--- src/rtl/pipe_ctrl_pkg.sv ---
// Shared state encoding and default latencies for the pipeline stall/flush controller.
package pipe_ctrl_pkg;
  typedef enum logic {
    ST_RUN   = 1'b0,
    ST_FLUSH = 1'b1
  } st_t;

  localparam int DEF_MUL_LAT   = 5;
  localparam int DEF_DIV_LAT   = 32;
  localparam int DEF_FLUSH_CYC = 2;
  localparam int MDCNT_W       = 6;
endpackage

--- src/rtl/md_busy_cnt.sv ---
// HI/LO occupancy counter: loaded when a mult/div leaves E, counts down to idle.
module md_busy_cnt
  import pipe_ctrl_pkg::*;
#(
  parameter int MUL_LAT = DEF_MUL_LAT,
  parameter int DIV_LAT = DEF_DIV_LAT
) (
  input  logic clk,
  input  logic rst,
  input  logic load,
  input  logic is_div,
  input  logic abort,
  output logic busy,
  output logic done
);
  logic [MDCNT_W-1:0] mdcnt_reg, mdcnt_next;

  always_comb begin
    mdcnt_next = mdcnt_reg;
    if (abort) begin
      mdcnt_next = '0;
    end else if (load) begin
      mdcnt_next = is_div ? MDCNT_W'(DIV_LAT) : MDCNT_W'(MUL_LAT);
    end else if (mdcnt_reg != '0) begin
      mdcnt_next = mdcnt_reg - MDCNT_W'(1);
    end
  end

  always_ff @(posedge clk or negedge rst) begin
    if (!rst) begin
      mdcnt_reg <= '0;
    end else begin
      mdcnt_reg <= mdcnt_next;
    end
  end

  assign busy = (mdcnt_reg != '0);
  assign done = (mdcnt_reg == MDCNT_W'(1));
endmodule

--- src/rtl/pipe_hazard_ctrl.sv ---
// Stall/flush controller for the five-stage pipeline: load-use, HI/LO busy,
// memory wait states and exception redirect with a post-exception flush window.
module pipe_hazard_ctrl
  import pipe_ctrl_pkg::*;
#(
  parameter int MUL_LAT   = DEF_MUL_LAT,
  parameter int DIV_LAT   = DEF_DIV_LAT,
  parameter int FLUSH_CYC = DEF_FLUSH_CYC
) (
  input  logic       clk,
  input  logic       rst,
  input  logic [4:0] rs_d,
  input  logic [4:0] rt_d,
  input  logic       ex_is_load,
  input  logic [4:0] ex_rt,
  input  logic       md_start_e,
  input  logic       md_is_div,
  input  logic       md_use_d,
  input  logic       mem_stall,
  input  logic       exc_m,
  output logic       pc_we,
  output logic       pc_sel_exc,
  output logic       we_d,
  output logic       we_e,
  output logic       we_m,
  output logic       we_w,
  output logic       clr_d,
  output logic       clr_e,
  output logic       clr_m,
  output logic       clr_w,
  output logic       md_busy,
  output logic       md_done,
  output logic       md_abort
);
  localparam int FCNT_W = $clog2(FLUSH_CYC + 1);

  st_t               st_reg, st_next;
  logic [FCNT_W-1:0] fcnt_reg, fcnt_next;
  logic              lu, mdh, md_load, md_clear;

  assign lu  = ex_is_load && (ex_rt != 5'd0) && ((ex_rt == rs_d) || (ex_rt == rt_d));
  assign mdh = md_busy && md_use_d;

  always_comb begin
    st_next    = st_reg;
    fcnt_next  = fcnt_reg;
    pc_we      = 1'b1;
    pc_sel_exc = 1'b0;
    we_d       = 1'b1;
    we_e       = 1'b1;
    we_m       = 1'b1;
    we_w       = 1'b1;
    clr_d      = 1'b0;
    clr_e      = 1'b0;
    clr_m      = 1'b0;
    clr_w      = 1'b0;
    md_abort   = 1'b0;
    md_clear   = 1'b0;
    case (st_reg)
      ST_RUN: begin
        if (exc_m) begin
          pc_sel_exc = 1'b1;
          clr_d      = 1'b1;
          clr_e      = 1'b1;
          clr_m      = 1'b1;
          clr_w      = 1'b1;
          md_abort   = md_busy;
          md_clear   = 1'b1;
          st_next    = ST_FLUSH;
          fcnt_next  = FCNT_W'(FLUSH_CYC);
        end else if (mem_stall) begin
          pc_we = 1'b0;
          we_d  = 1'b0;
          we_e  = 1'b0;
          we_m  = 1'b0;
          clr_w = 1'b1;
        end else if (mdh || lu) begin
          pc_we = 1'b0;
          we_d  = 1'b0;
          clr_e = 1'b1;
        end
      end
      ST_FLUSH: begin
        // M holds only a bubble here, so exc_m, mem_stall and md_start_e are don't-cares
        pc_we     = 1'b0;
        clr_d     = 1'b1;
        fcnt_next = fcnt_reg - FCNT_W'(1);
        if (fcnt_reg == FCNT_W'(1)) begin
          st_next = ST_RUN;
        end
      end
      default: st_next = ST_RUN;
    endcase
    if (!rst) begin
      pc_we      = 1'b0;
      pc_sel_exc = 1'b0;
      we_d       = 1'b0;
      we_e       = 1'b0;
      we_m       = 1'b0;
      we_w       = 1'b0;
      clr_d      = 1'b1;
      clr_e      = 1'b1;
      clr_m      = 1'b1;
      clr_w      = 1'b1;
      md_abort   = 1'b0;
    end
  end

  assign md_load = (st_reg == ST_RUN) && md_start_e && we_m && !clr_m;

  always_ff @(posedge clk or negedge rst) begin
    if (!rst) begin
      st_reg   <= ST_RUN;
      fcnt_reg <= '0;
    end else begin
      st_reg   <= st_next;
      fcnt_reg <= fcnt_next;
    end
  end

  md_busy_cnt #(
    .MUL_LAT(MUL_LAT),
    .DIV_LAT(DIV_LAT)
  ) u_md_busy_cnt (
    .clk   (clk),
    .rst   (rst),
    .load  (md_load),
    .is_div(md_is_div),
    .abort (md_clear),
    .busy  (md_busy),
    .done  (md_done)
  );
endmodule

--- config.mk ---
export PLATFORM = sky130hd
export DESIGN_NAME = pipe_hazard_ctrl
export DESIGN_NICKNAME = d
export VERILOG_FILES = /design/src/rtl/pipe_ctrl_pkg.sv /design/src/rtl/md_busy_cnt.sv /design/src/rtl/pipe_hazard_ctrl.sv
export SDC_FILE = /design/constraint.sdc
export NUM_CORES = 1
export LEC_CHECK = 0
export ABC_AREA = 1
export ABC_CLOCK_PERIOD_IN_PS = 3600
export BUFFER_PORTS_ARGS = -buffer_cell sky130_fd_sc_hd__buf_2
export CAP_MARGIN = 15
export CORE_MARGIN = 4
export CORE_UTILIZATION = 50
export DETAILED_ROUTE_END_ITERATION = 12
export GPL_TIMING_DRIVEN = 0
export HOLD_SLACK_MARGIN = 0.05
export PLACE_DENSITY_LB_ADDON = 0.3
export SYNTH_ARGS = -nofsm -noshare
export SYNTH_HDL_FRONTEND = slang
export SYNTH_HIERARCHICAL = 1
export SYNTH_SLANG_ARGS = --single-unit
--- constraint.sdc ---
create_clock -name clk -period 3.6 [get_ports clk]
set_clock_uncertainty 0.2 [all_clocks]
set_input_delay 0.36 -clock clk [delete_from_list [all_inputs] [get_ports clk]]
set_output_delay 0.36 -clock clk [all_outputs]
set_load 0.02 [all_outputs]
==> results.py <==
metrics = {
    "drt": {
        "wl_per_cell_um": 11.13,
        "drc": 0,
        "drtIter0Drc": 32,
        "dr_total_vias": 923,
        "drt-total-wl_um": 2093,
        "via_per_inst": 4.910,
        "firstDrtPassIters": 5,
        "antenna_left": 0,
    },
    "synth": {
        "syn-num-nets": 159,
        "async_reset_ff_share_pct": 100.0,
        "synth.area.top_cells": "dfrtp_1, nand2_1, inv_1",
        "synth_top_cell_by_area": "dfrtp_1",
        "synthCells": 132,
        "yosysTopAreaCellShare_pct": 26.24,
        "ys_seq_area_share_pct": 26.24,
        "syn-cell-area_um2": 858.3,
        "syn_avg_cell_area_um2": 6.502,
        "synth_warnings": 6,
        "yosys.cell_types.count": 23,
        "yosys_most_used_dff": "dfrtp_1",
        "synth_edf_count": 0,
        "ys_ff_latch": 9,
    },
    "setup_path": {
        "cp-start-kind": "input port",
        "crit_arrival_ns": 1.77,
        "path_class": "in2out",
        "reg2reg_depth": 6,
        "cp.required_ns": 3.04,
        "r2r_start": "st_reg$_DFF_PN0_",
        "r2r-end": "u_md_busy_cnt/mdcnt_reg[0]$_DFFE_PN0P_",
        "cp_max_fo": 14,
        "critPathCaptureType": "output pin",
        "r2r_setup_slack_ns": 1.64,
    },
    "clocking": {
        "clkTransAtPathRegs_ns": 0.06,
        "clock_latency_ns": 0.26,
        "cts_setup_buffers": 0,
        "clockRootBuffer": "clkbuf_4",
        "clkSinkCount": 9,
        "clk_path_buf_depth": 2,
        "cts_tree": "built",
        "cts_buffers": 3,
        "htreeDepth": 1,
    },
    "sta": {
        "fin_crit_sh_pct": 64.74,
        "slew_headroom_pct": 70.44,
        "setup_tns_ns": 0,
        "fmax_mhz": 429.1,
        "setup_slack_ns": 1.269,
        "setup_violations": 0,
        "slew_violations": 0,
        "rsz0062_at_grt": "no",
        "fin_crit_ns": 2.331,
        "worst_slew_pin_slew_ns": 0.4417,
        "hold_violations": 0,
    },
    "power_and_ir_drop": {
        "p_int_mw": 0.3326,
        "p_sw_mw": 0.3079,
        "clkPwrFrac_pct": 12.2,
        "ir_worst_vdd_v": 0.0002886,
        "power.share.switching_pct": 48.07,
        "p_seq_share_pct": 31.0,
        "combPwrFrac_pct": 56.8,
        "powerDensity_nw_per_um2": 587.8,
        "finalPower_mw": 0.6406,
        "p_leak_nw": 0.6601,
    },
    "worst_hold_path": {
        "hold_path_depth": 3,
        "holdPathEnd": "st_reg$_DFF_PN0_",
        "hp-start": "exc_m",
        "hold_path.class": "in2reg",
    },
    "placement": {
        "portBuffers": 35,
        "pre_cts_ws_ns": 1.619,
        "gp_congestion": 0.8503,
        "dpl.hpwl_um": 1721,
        "place_inst": 183,
    },
    "global_route": {
        "grt_remaining_overflow": 0,
        "grt_usage_pct": 17.11,
        "grt_pass1_wl_um": 3215,
        "grt_max_degree": 15,
        "antenna_found_initial": 0,
        "grt_pass1_vias": 779,
    },
    "layout": {
        "instances_no_fill": 188,
        "antenna-diode-count": 0,
        "final_util_pct": 69.90,
        "drive_above_1_share_pct": 32.56,
        "syn_to_final_growth_pct": 26.97,
        "largest_reg_flops": 6,
        "nNetsFinal": 200,
    },
    "flow_run": {
        "maxCapViolCount": 0,
    },
    "floorplanning": {
        "io_pins": 36,
        "core_area_um2": 1559,
        "rows": 14,
        "dieArea_um2": 2443,
        "start_util_pct": 55.06,
        "fp.dieW_um": 49.43,
        "die_h_um": 49.43,
    },
    "status": {
        "status": "complete, no violations",
    },
}
## cell type report
type,instances,area (µm²)
Multi-Input combinational cell,93,513.0
Fill cell,140,469.2
Sequential cell,9,225.2
Timing Repair Buffer,36,185.2
Inverter,28,105.1
Clock buffer,4,26.28
Tap cell,16,20.02
Buffer,2,15.01
## kinds of logic (layout without fill, tap and decap cells)
kind of cell,after synthesis,count (layout),synth area share [%]
flip-flops,9,9,26.24
XOR/XNOR,3,3,3.062
AO/OA/AOI/OAI,14,14,9.037
adder cells (fa/ha/maj),4,4,5.831
AND/OR/NAND/NOR,72,72,41.84
buffers and inverters,30,70,13.99
## worst max path at each step
stage                                                start       end  slack [ns]  cells past startpoint
floorplan           u_md_busy_cnt/mdcnt_reg[0]$_DFFE_PN0P_     pc_we        1.59                      6
global placement    u_md_busy_cnt/mdcnt_reg[0]$_DFFE_PN0P_      we_d        1.66                      9
detailed placement  u_md_busy_cnt/mdcnt_reg[0]$_DFFE_PN0P_     pc_we        1.62                      7
CTS                                                    rst  md_abort        1.28                      5
global route                                           rst     clr_w        1.18                      6
finish                                                 rst  md_abort        1.27                      5
## stage by stage
step | hold slack, ns | area, µm²
floorplan | -0.1356 | 858.3
global placement | 0.05349 | 1054
detailed placement | 0.05570 | 1054
CTS | 0.1922 | 1090
global route | 0.2275 | 1090
finish | 0.2134 | 1090
## per-layer routing
metal  vias up  wire length (µm)  track usage (%)
met4         0                 8            7.373
met1       412               894            17.66
li1        485                 -                -
met5         -                 0                0
met3         2                96            5.199
met2        24              1094            31.47
## synth_stat cells (3+ instances only)
master / instances
a21oi_1: 5
dfrtp_1: 9
ha_1: 4
inv_1: 26
nand2_1: 37
nand3_1: 4
nand3_2: 5
nor2_1: 14
nor2_4: 3
o21ai_0: 5
## what timing repair did
action | 4_1_cts | 5_1_grt
hold buffers | 1 | 0
endpoints found under the hold margin | 9 | 0
resized for setup | 0 | 0
## layout by cell type (no fill, tap or decap), drive strengths merged, types with 3 or more instances in the layout
cell    count
o21ai       5
inv        28
a21oi       6
nand2      39
nand3       9
nand4       3
clkbuf      4
ha          4
buf        37
nor2       19
dfrtp       9
## critical path: stages
cell and delay, ns:
dlygate4sd3_1 0.52, buf_2 0.28, nand2_1 0.14, nor3b_1 0.25
buf_2 0.22
## power groups by stage
| stage | clock network, mW | registers (mW) | logic [mW] |
|---|---|---|---|
| 3_3_place_gp | 0 | 0.197 | 0.341 |
| 2_1_floorplan | 0 | 0.191 | 0.274 |
| 4_1_cts | 0.0825 | 0.198 | 0.365 |
| 6_report | 0.0781 | 0.198 | 0.364 |
| 3_5_place_dp | 0 | 0.200 | 0.362 |
| 5_1_grt | 0.0872 | 0.203 | 0.408 |
No activity file was read; power rests on OpenSTA's default activity.
